**config.mk**
```make
export PLATFORM = sky130hd
export DESIGN_NAME = md_unit
export DESIGN_NICKNAME = d
export VERILOG_FILES = /design/src/rtl/md_unit.sv
export SDC_FILE = /design/constraint.sdc
export NUM_CORES = 1
export LEC_CHECK = 0
export CORE_MARGIN = 2
export CORE_UTILIZATION = 40
export CTS_CLUSTER_SIZE = 30
export DETAILED_ROUTE_END_ITERATION = 7
export PLACE_DENSITY_LB_ADDON = 0.15
export SLEW_MARGIN = 20
export SYNTH_ARGS = -nofsm -noshare
export SYNTH_HDL_FRONTEND = slang
export SYNTH_SLANG_ARGS = --single-unit
```
**constraint.sdc**
```tcl
create_clock -name clk -period 4.86 [get_ports clk]
set_input_delay 0.729 -clock clk [delete_from_list [all_inputs] [get_ports clk]]
set_output_delay 0.729 -clock clk [all_outputs]
set_load 0.005 [all_outputs]
```
**src/rtl/md_unit.sv**
```systemverilog
// Purpose : iterative MULT/MULTU/DIV/DIVU unit writing the HI/LO registers, plus MTHI/MTLO writes.
// Latency : WIDTH edges from the start edge to the HI/LO write; done pulses for one cycle on that write.
// Backpr. : no handshake; busy is high while an op runs and stalls dependent instructions. start is ignored while busy.
//
// Ports:
//   clk, rst_n          clock, synchronous active-low reset
//   start, op, x, y     launch an op (00 MULT, 01 MULTU, 10 DIV, 11 DIVU) with operands x/y
//   cancel              pipeline flush, aborts a running op without touching HI/LO
//   hi_we, lo_we, wdata MTHI/MTLO writes, honoured only while idle and not starting
//   busy, done          op in progress / one-cycle completion pulse
//   hi, lo              architectural HI/LO registers
module md_unit #(
  parameter int WIDTH = 32
) (
  input  logic             clk,
  input  logic             rst_n,
  input  logic             start,
  input  logic [1:0]       op,
  input  logic [WIDTH-1:0] x,
  input  logic [WIDTH-1:0] y,
  input  logic             cancel,
  input  logic             hi_we,
  input  logic             lo_we,
  input  logic [WIDTH-1:0] wdata,
  output logic             busy,
  output logic             done,
  output logic [WIDTH-1:0] hi,
  output logic [WIDTH-1:0] lo
);

  localparam int CW = $clog2(WIDTH + 1);

  typedef enum logic {
    IDLE = 1'b0,
    RUN  = 1'b1
  } state_t;

  state_t state_q, state_d;

  logic [CW-1:0]    count_q;
  logic             is_div_q;   // op[1] of the running op
  logic             neg_q_q;    // negate product / quotient at the end
  logic             neg_r_q;    // negate remainder at the end
  logic             dz_q;       // divisor was zero
  logic [WIDTH-1:0] x_q;        // raw dividend, returned as HI on divide by zero
  logic [WIDTH-1:0] mcand_q;    // |multiplicand| or |divisor|
  logic [WIDTH-1:0] whi_q;      // partial product high half / partial remainder
  logic [WIDTH-1:0] wlo_q;      // multiplier bits / dividend bits shifting into quotient

  // Operand conditioning at launch
  logic             is_signed;
  logic [WIDTH-1:0] abs_x, abs_y;

  always_comb begin
    is_signed = ~op[0];
    abs_x     = (is_signed && x[WIDTH-1]) ? (~x + 1'b1) : x;
    abs_y     = (is_signed && y[WIDTH-1]) ? (~y + 1'b1) : y;
  end

  // Control
  logic accept;
  logic last;

  always_comb begin
    accept = (state_q == IDLE) && start && !cancel;
    last   = (state_q == RUN) && !cancel && (count_q == CW'(1));
  end

  always_comb begin
    state_d = state_q;
    case (state_q)
      IDLE: if (accept) state_d = RUN;
      RUN:  if (cancel || count_q == CW'(1)) state_d = IDLE;
      default: state_d = IDLE;
    endcase
  end

  // One iteration of each algorithm.
  // Multiply: add multiplicand if the current multiplier bit is set, then shift
  // the {carry, whi, wlo} triple right; multiplier bits retire out of wlo while
  // product bits enter at its top.
  // Divide: shift the next dividend bit into the remainder and keep the trial
  // subtraction if it does not go negative. The remainder stays below the
  // divisor, so when the trial fails the shifted value still fits WIDTH bits.
  logic [WIDTH:0]   msum;
  logic [WIDTH:0]   shifted;
  logic [WIDTH+1:0] diff;
  logic             fits;
  logic [WIDTH-1:0] nxt_hi, nxt_lo;

  always_comb begin
    msum    = {1'b0, whi_q} + (wlo_q[0] ? {1'b0, mcand_q} : {(WIDTH+1){1'b0}});
    shifted = {whi_q, wlo_q[WIDTH-1]};
    diff    = {1'b0, shifted} - {2'b00, mcand_q};
    fits    = ~diff[WIDTH+1];
    if (is_div_q) begin
      nxt_hi = fits ? diff[WIDTH-1:0] : shifted[WIDTH-1:0];
      nxt_lo = {wlo_q[WIDTH-2:0], fits};
    end else begin
      nxt_hi = msum[WIDTH:1];
      nxt_lo = {msum[0], wlo_q[WIDTH-1:1]};
    end
  end

  // Sign correction of the final iteration's magnitudes
  logic [2*WIDTH-1:0] prod;
  logic [WIDTH-1:0]   res_hi, res_lo;

  always_comb begin
    prod = {nxt_hi, nxt_lo};
    if (neg_q_q) prod = ~prod + 1'b1;
    if (!is_div_q) begin
      res_hi = prod[2*WIDTH-1:WIDTH];
      res_lo = prod[WIDTH-1:0];
    end else if (dz_q) begin
      res_hi = x_q;
      res_lo = {WIDTH{1'b1}};
    end else begin
      res_hi = neg_r_q ? (~nxt_hi + 1'b1) : nxt_hi;
      res_lo = neg_q_q ? (~nxt_lo + 1'b1) : nxt_lo;
    end
  end

  // State register
  always_ff @(posedge clk) begin
    if (!rst_n) state_q <= IDLE;
    else        state_q <= state_d;
  end

  // Datapath and architectural registers
  always_ff @(posedge clk) begin
    if (!rst_n) begin
      count_q  <= '0;
      is_div_q <= 1'b0;
      neg_q_q  <= 1'b0;
      neg_r_q  <= 1'b0;
      dz_q     <= 1'b0;
      x_q      <= '0;
      mcand_q  <= '0;
      whi_q    <= '0;
      wlo_q    <= '0;
      hi       <= '0;
      lo       <= '0;
      done     <= 1'b0;
    end else begin
      done <= last;
      if (accept) begin
        count_q  <= CW'(WIDTH);
        is_div_q <= op[1];
        neg_q_q  <= is_signed && (x[WIDTH-1] ^ y[WIDTH-1]);
        neg_r_q  <= is_signed && op[1] && x[WIDTH-1];
        dz_q     <= (y == '0);
        x_q      <= x;
        whi_q    <= '0;
        if (op[1]) begin
          wlo_q   <= abs_x;
          mcand_q <= abs_y;
        end else begin
          wlo_q   <= abs_y;
          mcand_q <= abs_x;
        end
      end else if (state_q == IDLE) begin
        if (hi_we) hi <= wdata;
        if (lo_we) lo <= wdata;
      end else if (!cancel) begin
        count_q <= count_q - 1'b1;
        whi_q   <= nxt_hi;
        wlo_q   <= nxt_lo;
        if (last) begin
          hi <= res_hi;
          lo <= res_lo;
        end
      end
    end
  end

  assign busy = (state_q == RUN);

endmodule

```
Word level (Yosys, flattened, before mapping)
Index checks and enable logic that the tools add are counted.
{"block": "totals", "ff_bits": 204, "input_bits": 104}
{"block": "classes", "addsub": 8, "mux": 32, "reduce_logical": 20, "bitwise": 12, "n_eq_ne": 4}
{"cell": "$mux 32", "n": 25}
{"cell": "$add 32x1->32 const B", "n": 4}
{"cell": "$not 32->32", "n": 4}
{"cell": "$add 64x1->64 const B", "n": 1}
{"cell": "$mux 64", "n": 1}
{"cell": "$not 64->64", "n": 1}
{"cell": "$sub 33x32->34", "n": 1}
{"cell": "$add 32x32->33", "n": 1}
{"cell": "$logic_not 32->1", "n": 1}
{"cell": "$mux 6", "n": 3}
{"cell": "$logic_and 1x1->1", "n": 9}
{"cell": "$reduce_and 4->1", "n": 2}
{"cell": "$eq 6x1->1 const B", "n": 1}
{"cell": "$not 1->1", "n": 6}
{"cell": "$reduce_bool 2->1", "n": 3}
{"cell": "$sub 6x1->6 const B", "n": 1}
{"cell": "$ne 2x1->1 const B", "n": 2}
{"cell": "$reduce_and 2->1", "n": 2}
{"cell": "$mux 1", "n": 2}
{"cell": "$ne 2x2->1 const B", "n": 1}
{"cell": "$pmux 1 s2", "n": 1}
{"cell": "$reduce_or 2->1", "n": 1}
{"cell": "$logic_not 1->1", "n": 1}
{"cell": "$logic_or 1x1->1", "n": 1}
{"cell": "$xor 1x1->1", "n": 1}

Logic depth before layout (Yosys ltp)
Gate-level depths: netlist of run 1.
{"block": "depth", "word_depth": 11, "mapped_depth": 26, "mapped_depth_nobuf": 21}

Worst setup path after synthesis of run 1
OpenSTA, ideal clock, no wires.
{"block": "synth_path", "path_kind": "register -> register", "from": "register is_div_q", "to": "register hi[18]", "n_path_buf": 9, "setup_time_ns": 0.114, "arrival_ns": 4.718, "required_ns": 4.746, "stages_incl_launch_ff": 22, "path_slack_ns": 0.028, "path_cell_list": "dfxtp_1 > clkbuf_1 > buf_1 > clkbuf_1 > buf_2 > buf_1 > buf_2 > clkbuf_1 > nand2_1 > o21ai_0 > ha_1 > nand2_1 > or2_2 > nor2_1 > nand2_1 > or2_2 > clkbuf_1 > clkbuf_1 > o31ai_2 > xnor2_1 > o211ai_1 > a21o_1"}
{"block": "synth_between", "elab_chain_len": 9, "word_cells_on_any_way": 13, "cone_classes": "2 x add/sub; 9 x mux; 2 x bitwise"}
{"element": "start, declared", "line_no": "41", "rtl": "logic is_div_q;"}
{"element": "start signal, assigned", "line_no": "149", "rtl": "is_div_q <= op[1];"}
{"element": "$mux 32", "line_no": "96", "rtl": "if (is_div_q) begin"}
{"element": "$not 32->32", "line_no": "119", "rtl": "res_hi = neg_r_q ? (~nxt_hi + 1'b1) : nxt_hi;"}
{"element": "$add 32x1->32", "line_no": "119"}
{"element": "$mux 32", "line_no": "119"}
{"element": "$mux 32", "line_no": "115", "rtl": "end else if (dz_q) begin"}
{"element": "$mux 32 *", "line_no": "112", "rtl": "if (!is_div_q) begin"}
{"element": "$mux 32 *", "line_no": "169", "rtl": "if (last) begin"}
{"element": "$mux 32 *", "line_no": "165", "rtl": "end else if (!cancel) begin"}
{"element": "$mux 32 *", "line_no": "162", "rtl": "end else if (state_q == IDLE) begin"}
{"element": "end signal, assigned", "line_no": "163", "rtl": "if (hi_we) hi <= wdata;"}
{"element": "end signal, assigned", "line_no": "170", "rtl": "hi <= res_hi;"}
{"element": "end, declared", "line_no": "27", "rtl": "output logic [WIDTH-1:0] hi,"}
Every way passes the cells marked *; elsewhere a longest branch is shown, timed or not. The select of a mux whose other input is x is not followed.
A chain may end at the register's enable or synchronous reset.

Worst setup path after layout of run 1
{"block": "layout_path", "from": "register mcand_q[22]", "to": "register hi[13]"}
{"block": "layout_between", "elab_chain_len": 11, "word_cells_on_any_way": 16, "cone_classes": "3 x add/sub; 10 x mux; 3 x bitwise"}
{"element": "start, declared", "line_no": "46", "rtl": "logic [WIDTH-1:0] mcand_q;"}
{"element": "start signal, assigned", "line_no": "157", "rtl": "mcand_q <= abs_y;"}
{"element": "start signal, assigned", "line_no": "160", "rtl": "mcand_q <= abs_x;"}
{"element": "$sub 33x32->34 *", "line_no": "94", "rtl": "diff = {1'b0, shifted} - {2'b00, mcand_q};"}
{"element": "$mux 32", "line_no": "97", "rtl": "nxt_hi = fits ? diff[WIDTH-1:0] : shifted[WIDTH-1:0];"}
{"element": "$mux 32", "line_no": "96"}
{"element": "$not 32->32", "line_no": "119"}
{"element": "$add 32x1->32", "line_no": "119"}
{"element": "$mux 32", "line_no": "119"}
{"element": "$mux 32", "line_no": "115"}
{"element": "$mux 32 *", "line_no": "112"}
{"element": "$mux 32 *", "line_no": "169"}
{"element": "$mux 32 *", "line_no": "165"}
{"element": "$mux 32 *", "line_no": "162"}
Marked as above.

==> results of run 1 <==
-- metal layers --
| layer | track usage [%] | up-vias | share of wire [%] | routed length (µm) |
|---|---|---|---|---|
| met5 | 0 | - | 0 | 0 |
| met2 | 56.3 | 885 | 45 | 38300 |
| met4 | 12.7 | 0 | 4.0 | 3410 |
| met3 | 5.50 | 162 | 7.6 | 6460 |
| met1 | 47.9 | 10100 | 43 | 36800 |
| li1 | - | 9656 | - | - |
-- sequential cells by signal (all words and copies together), names as in the netlist --
name	flops
wlo_q	32
mcand_q	32
hi	32
neg_q_q	1
done	1
dz_q	1
busy	1
count_q	6
is_div_q	1
neg_r_q	1
x_q	32
whi_q	32
lo	32
-- timing repair --
item | CTS | global route
pin swaps | 1 | 18
setup buffers | 2 | 7
gates resized for setup | 6 | 81
setup endpoints to repair | 5 | 25
-- cells in the final DEF (no fill, tap or decap), types with 55 or more instances in the layout --
master,count
sky130_fd_sc_hd__buf_4,213
sky130_fd_sc_hd__clkdlybuf4s50_1,168
sky130_fd_sc_hd__nand2_1,368
sky130_fd_sc_hd__nor2_1,234
sky130_fd_sc_hd__and2_1,55
sky130_fd_sc_hd__o211ai_1,89
sky130_fd_sc_hd__dfxtp_1,200
sky130_fd_sc_hd__o21ai_0,113
sky130_fd_sc_hd__a21oi_1,275
sky130_fd_sc_hd__xnor2_1,80
sky130_fd_sc_hd__inv_1,73
sky130_fd_sc_hd__xor2_1,78
-- final timing paths --
| check | startpoint | end | slack (ps) |
|---|---|---|---|
| worst max-delay path | mcand_q[22] | hi[13] | 100 |
| worst max register to register | mcand_q[22] | hi[13] | 100 |
| worst min register to register | lo[20] | lo[20] | 450 |
| worst min-delay path | lo[20] | lo[20] | 450 |
-- stage by stage --
| stage | std cells | setup slack, ps | TNS (ps) |
|---|---|---|---|
| floorplan | 2511 | 28.1 | 0 |
| global placement | 3312 | -28.3 | -28.3 |
| detailed placement | 3312 | -114 | -163 |
| CTS | 3364 | 39.7 | 0 |
| global route | 3371 | -70.4 | -238 |
| finish | 3373 | 97.2 | 0 |
-- power by group --
group          switching, µW  total [µW]  internal, µW
clock network            888        2130          1240
registers               87.3        1850          1770
logic                   1200        2010           810
-- critical path, stage by stage, from the launching register on --
cell and delay [ps]:
sky130_fd_sc_hd__dfxtp_1 350, sky130_fd_sc_hd__inv_1 50, sky130_fd_sc_hd__ha_2 310, sky130_fd_sc_hd__a21oi_1 250, sky130_fd_sc_hd__o21ai_2 130, sky130_fd_sc_hd__a22oi_2 360, sky130_fd_sc_hd__nand3_4 170, sky130_fd_sc_hd__buf_4 190
sky130_fd_sc_hd__o21ai_0 160, sky130_fd_sc_hd__a31oi_1 130, sky130_fd_sc_hd__buf_4 200, sky130_fd_sc_hd__or4_1 670, sky130_fd_sc_hd__buf_4 240, sky130_fd_sc_hd__nand2b_1 300, sky130_fd_sc_hd__or3_1 400, sky130_fd_sc_hd__mux2i_1 270
sky130_fd_sc_hd__nand4_1 220, sky130_fd_sc_hd__a32o_1 240
-- layout make-up --
cell class / instances / area [µm²] / area share (%)
inverter: 76 / 288 / 1.26
clock buffer: 33 / 728 / 3.20
clock inverter: 17 / 201 / 0.884
tap: 592 / 741 / 3.25
multi-input combinational: 2063 / 13400 / 58.7
antenna: 2 / 5.00 / 0.0220
sequential: 204 / 4090 / 18.0
timing repair buffer: 386 / 3360 / 14.7
-- cells by family after synthesis --
| logic type | share of synthesized area, % |
|---|---|
| muxes | 4.24 |
| DFF | 22.8 |
| and+or+nand+nor | 24.8 |
| xor gates and xnor gates | 7.77 |
| AOI/OAI and AO/OA | 29.9 |
| adders and majority gates | 5.11 |
| buffers and inverters | 5.40 |
==> impl_metrics.yaml, run 1 <==
power_and_ir_drop:
  leakagePower_uw: 0.00867
  max-vdd-ir-drop_v: 0.000274
  power.total_uw: 5990
  power_density_over_cell_area_nw_per_um2: 263
synth:
  post_synth_inst_count: 2511
  synth_top_area_share_pct: 22.8
  post-synth-top-count-cell: "sky130_fd_sc_hd__nand2_1"
  synth_seq_cells: 204
  synth_area_um2: 17900
  postSynthNetCount: 2687
  largest_cells_by_area_after_synthesis: "sky130_fd_sc_hd__dfxtp_1 (23%), sky130_fd_sc_hd__a21oi_1 (7.8%), sky130_fd_sc_hd__nand2_1 (7.8%)"
  synth_top_area_cell: "sky130_fd_sc_hd__dfxtp_1"
  synth_cell_types: 102
  synth_enable_flop_cells: 0
  synth_sequential_area_ratio_pct: 22.8
  synth-async-reset-ratio_pct: 0
  synth.avg_cell_area_um2: 7.14
  ys_warn_count: 0
  synth_top_cells_by_count: "sky130_fd_sc_hd__nand2_1 (372), sky130_fd_sc_hd__a21oi_1 (280), sky130_fd_sc_hd__nor2_1 (239)"
  yosys_most_used_dff: "sky130_fd_sc_hd__dfxtp_1"
routing:
  route.detailed.vias_per_inst: 6.18
  vias: 20900
  drc: 0
  avgRoutedWirePerCell_um: 25.2
  drtIter0Drc: 2422
  routed_wl_um: 84900
  postRouteAntennaNets: 0
  detailedRoute.firstPassIterationCount: 6
die:
  die_area_um2: 46500
  fp-row-count: 77
  die_width_um: 216
  core_area_um2: 44200
  die_y_um: 216
  number_of_top_level_pins: 170
  floorplan.initialDensity_pct: 40.5
grt:
  grt_usage_pct: 35.2
  initial_antenna_violation_count: 1
  global_route_wire_length_before_repair_um: 126000
  grt_overflow_total: 0
  first_global_vias: 19400
  pin_count_of_the_biggest_net_entering_global_routing: 115
setup_path:
  crit_arrival_ps: 5230
  start_kind: "flop"
  crit_fanout: 7
  timing.critical_path.required_ps: 5330
  worstRegToRegCells: 17
  worstSetupEndpointType: "flop"
  timing_worst_setup_path_type: "flop to flop"
place:
  routabilityCongestion: 1.03
  io_buffers: 169
  placedInstanceArea_um2: 21300
  place.detailed.hpwl_um: 66300
timing:
  tightestPinTransition_ps: 1180
  achievable-frequency_ghz: 0.210
  finalSetupViolations: 0
  layout_min_cycle_time_ps: 4760
  maxSlewHeadroom_pct: 21.1
  final_max_slew_viol_count: 0
  final.setup_skew_ps: 15.5
  post-route-period-util_pct: 98.0
  hold_violations: 0
  fin_worst_hold_slack_ps: 454
job:
  drv_cap: 0
worst_hold_path:
  holdPathStages: 2
  min-delay-path-class: "flop to flop"
final_layout:
  finish.utilization_pct: 51.5
  num-fill-cells: 4403
  p_r_area_growth_vs_syn_pct: 27.2
  fin_area_um2: 22800
  drive_above_1_share_pct: 14.5
  layout.nets: 2934
cts:
  clkSinkCount: 204
  cts_root_buf: "sky130_fd_sc_hd__clkbuf_16"
  clock_insertion_delay_at_the_later_pin_of_the_skew_report_ps: 580
  tritoncts.num_buffers: 27
  hold_buffers: 0
  htree_levels: 1
  path_clk_slew_ps: 60
  cts_max_path_buffers: 3
  tritoncts: "built"
status:
  status: "complete, no violations"
Power figures use the tool's default switching activity.
==> run 2, diff against run 1 <==
Settings changed: ABC_CLOCK_PERIOD_IN_PS set to 4860.
==> results of run 2 <==
No change in the layout: final DEF, timing and power equal those of run 1.
==> run 3, diff against run 2 <==
Settings changed: CORE_UTILIZATION 40 to 45.
==> run 3 against run 2 <==
Compared with the run above: the flow now finishes with violations (setup timing); cell area fell by 2.4%; critical path depth stayed put; combinational power is 3% lower; die area shrank 11%; highest routed layer is now met5; via count shrank 0.48%; first-iteration DRC count down 0.62%; sequential power is essentially flat; sequential share of layout area grew 0.43 points; utilization up 4.7 points; routed wire length shrank 2.9%; global-route usage grew 3.2 points; count of clock-buffer cells in the layout increased by 5; critical endpoint is now hi[31].
==> impl_metrics.yaml, run 3 (same netlist as run 1, synthesis figures left out) <==
timing:
  tightestPinTransition_ps: 1100
  final.setup_skew_ps: 10.6
  maxSlewHeadroom_pct: 26.4
  layout_min_cycle_time_ps: 4860
  hold_violations: 0
  post-route-period-util_pct: 100
  finalSetupViolations: 1
  achievable-frequency_ghz: 0.206
  timing.setup.tns_ps: -1.84
  final_max_slew_viol_count: 0
  postLayoutSetupSlackWorst_ps: -1.84
  rsz0062_at_grt: "true"
die:
  core_area_um2: 39500
  number_of_top_level_pins: 170
  die_y_um: 204
  die_area_um2: 41400
  die_width_um: 204
  fp-row-count: 73
  floorplan.initialDensity_pct: 45.3
power_and_ir_drop:
  max-vdd-ir-drop_v: 0.000240
  leakagePower_uw: 0.00844
  comb_power_share_pct: 33.7
  switching_power_uw: 2050
  p_sw_share_pct: 35.6
  p_clk_share_pct: 34.1
  power_density_over_cell_area_nw_per_um2: 258
  power_report.internal_total_uw: 3700
  power.sequential.fraction_pct: 32.2
place:
  io_buffers: 169
  dp_slack_ps: -305
  routabilityCongestion: 1.01
  place.detailed.hpwl_um: 64400
cts:
  cts_max_path_buffers: 3
  cts_root_buf: "sky130_fd_sc_hd__clkbuf_16"
  tritoncts: "built"
  clkSinkCount: 204
  clock_insertion_delay_at_the_later_pin_of_the_skew_report_ps: 560
  tritoncts.num_buffers: 26
  htree_levels: 1
  path_clk_slew_ps: 60
  hold_buffers: 0
final_layout:
  num-fill-cells: 3829
  top_library_cells_by_usage_in_the_layout_fill_and_taps_aside: "sky130_fd_sc_hd__nand2_1 (371), sky130_fd_sc_hd__a21oi_1 (273), sky130_fd_sc_hd__nor2_1 (237)"
  layout.nets: 2895
  diodes: 0
  p_r_area_growth_vs_syn_pct: 24.1
  drive_above_1_share_pct: 12.6
  most_common_library_cell_in_the_layout_ignoring_fill_and_taps: "sky130_fd_sc_hd__nand2_1"
routing:
  routed_wl_um: 82400
  drtIter0Drc: 2407
  avgRoutedWirePerCell_um: 25.3
  route.detailed.vias_per_inst: 6.36
  vias: 20700
  drc: 0
  detailedRoute.firstPassIterationCount: 6
  postRouteAntennaNets: 0
status:
  failed_checks: "setup timing"
  status: "finished with violations"
grt:
  pin_count_of_the_biggest_net_entering_global_routing: 120
  initial_antenna_violation_count: 1
  first_global_vias: 18900
  global_route_wire_length_before_repair_um: 121000
  grt_overflow_total: 0
  grt_usage_pct: 38.4
worst_hold_path:
  worstHoldStart: "hi[2]"
  holdPathEnd: "hi[2]"
  holdPathStages: 2
  min-delay-path-class: "flop to flop"
setup_path:
  crit_fanout: 11
  timing_worst_setup_path_type: "flop to flop"
  worstSetupEndpointType: "flop"
  crit_arrival_ps: 5330
  worstRegToRegCells: 17
  rr_startpoint: "wlo_q[0]"
  crit-reg2reg-capture: "hi[31]"
  setup.reg_to_reg.worst_slack_ps: -2
  start_kind: "flop"
  timing.critical_path.required_ps: 5330
job:
  drv_cap: 0
run 3: changes by cell type in the layout (fill, tap and decap cells not counted), moves of 4 or more:
cell / change
sky130_fd_sc_hd__buf_4: -37
sky130_fd_sc_hd__clkinvlp_4: -5
sky130_fd_sc_hd__clkbuf_1: +4
sky130_fd_sc_hd__ha_1: -4
run 3: layout make-up:
class / instances / area [µm²] / share of cell area [%]
tap: 525 / 657 / 2.95
timing repair buffer: 348 / 3060 / 13.7
multi-input combinational: 2063 / 13300 / 59.8
inverter: 76 / 288 / 1.29
clock inverter: 7 / 98.8 / 0.444
sequential: 204 / 4090 / 18.4
clock buffer: 38 / 746 / 3.35
run 3: critical path: stages (launching register included):
cell                        delay, ps
sky130_fd_sc_hd__dfxtp_1          330
sky130_fd_sc_hd__buf_4            180
sky130_fd_sc_hd__buf_4            190
sky130_fd_sc_hd__and2_1           170
sky130_fd_sc_hd__ha_1             420
sky130_fd_sc_hd__nand2_1          140
sky130_fd_sc_hd__nor3_1           460
sky130_fd_sc_hd__a211oi_1         150
sky130_fd_sc_hd__buf_4            180
sky130_fd_sc_hd__nor4_1           390
sky130_fd_sc_hd__o21ai_1          130
sky130_fd_sc_hd__a21bo_2          260
sky130_fd_sc_hd__a2111oi_0        740
sky130_fd_sc_hd__buf_4            290
sky130_fd_sc_hd__nor4b_1          330
sky130_fd_sc_hd__and3_1           210
sky130_fd_sc_hd__o41ai_1           80
sky130_fd_sc_hd__o311ai_1         100
run 3: worst max path at each step:
| stage | endpoint | cells past startpoint | startpoint |
|---|---|---|---|
| CTS | hi[23] | 18 | mcand_q[0] |
| detailed placement | hi[23] | 18 | wlo_q[0] |
| finish | hi[31] | 17 | wlo_q[0] |
| global placement | hi[23] | 18 | wlo_q[0] |
| global route | hi[31] | 18 | wlo_q[0] |
| floorplan | hi[18] | 21 | is_div_q |
run 3: what timing repair did:
item / 4_1_cts / 5_1_grt
pin swaps: 0 / 13
endpoints found under the hold margin: 0 / 0
resized for setup: 3 / 70
setup endpoints to repair: 4 / 28
buffers inserted: 0 / 3
run 3: power by group through the flow:
stage | Sequential [µW] | Combinational, µW | Clock, µW
2_1_floorplan | 1860 | 1040 | 0
5_1_grt | 1860 | 2060 | 2040
6_report | 1850 | 1940 | 1960
3_3_place_gp | 1880 | 1810 | 0
4_1_cts | 1850 | 1830 | 1970
3_5_place_dp | 1890 | 1820 | 0
run 3: stage by stage:
step                      total power (µW)  instances  utilization, %  hold WS, ps  area [µm²]
after global routing                  5960       3261            56.3          472       22200
after CTS                             5650       3258            55.2          450       21800
final                                 5750       3261            56.3          450       22200
after detailed placement              3700       3213            53.0          444       21000
after floorplan                       2900       2511               -          432       17900
after global placement                3690       3213            53.0          440       21000
run 3: routing by layer:
| layer | global-route usage, % | wire length, µm |
|---|---|---|
| met1 | 52.5 | 34800 |
| met5 | 0 | 10 |
| met2 | 60.4 | 36300 |
| met3 | 5.50 | 7020 |
| met4 | 16.2 | 4290 |
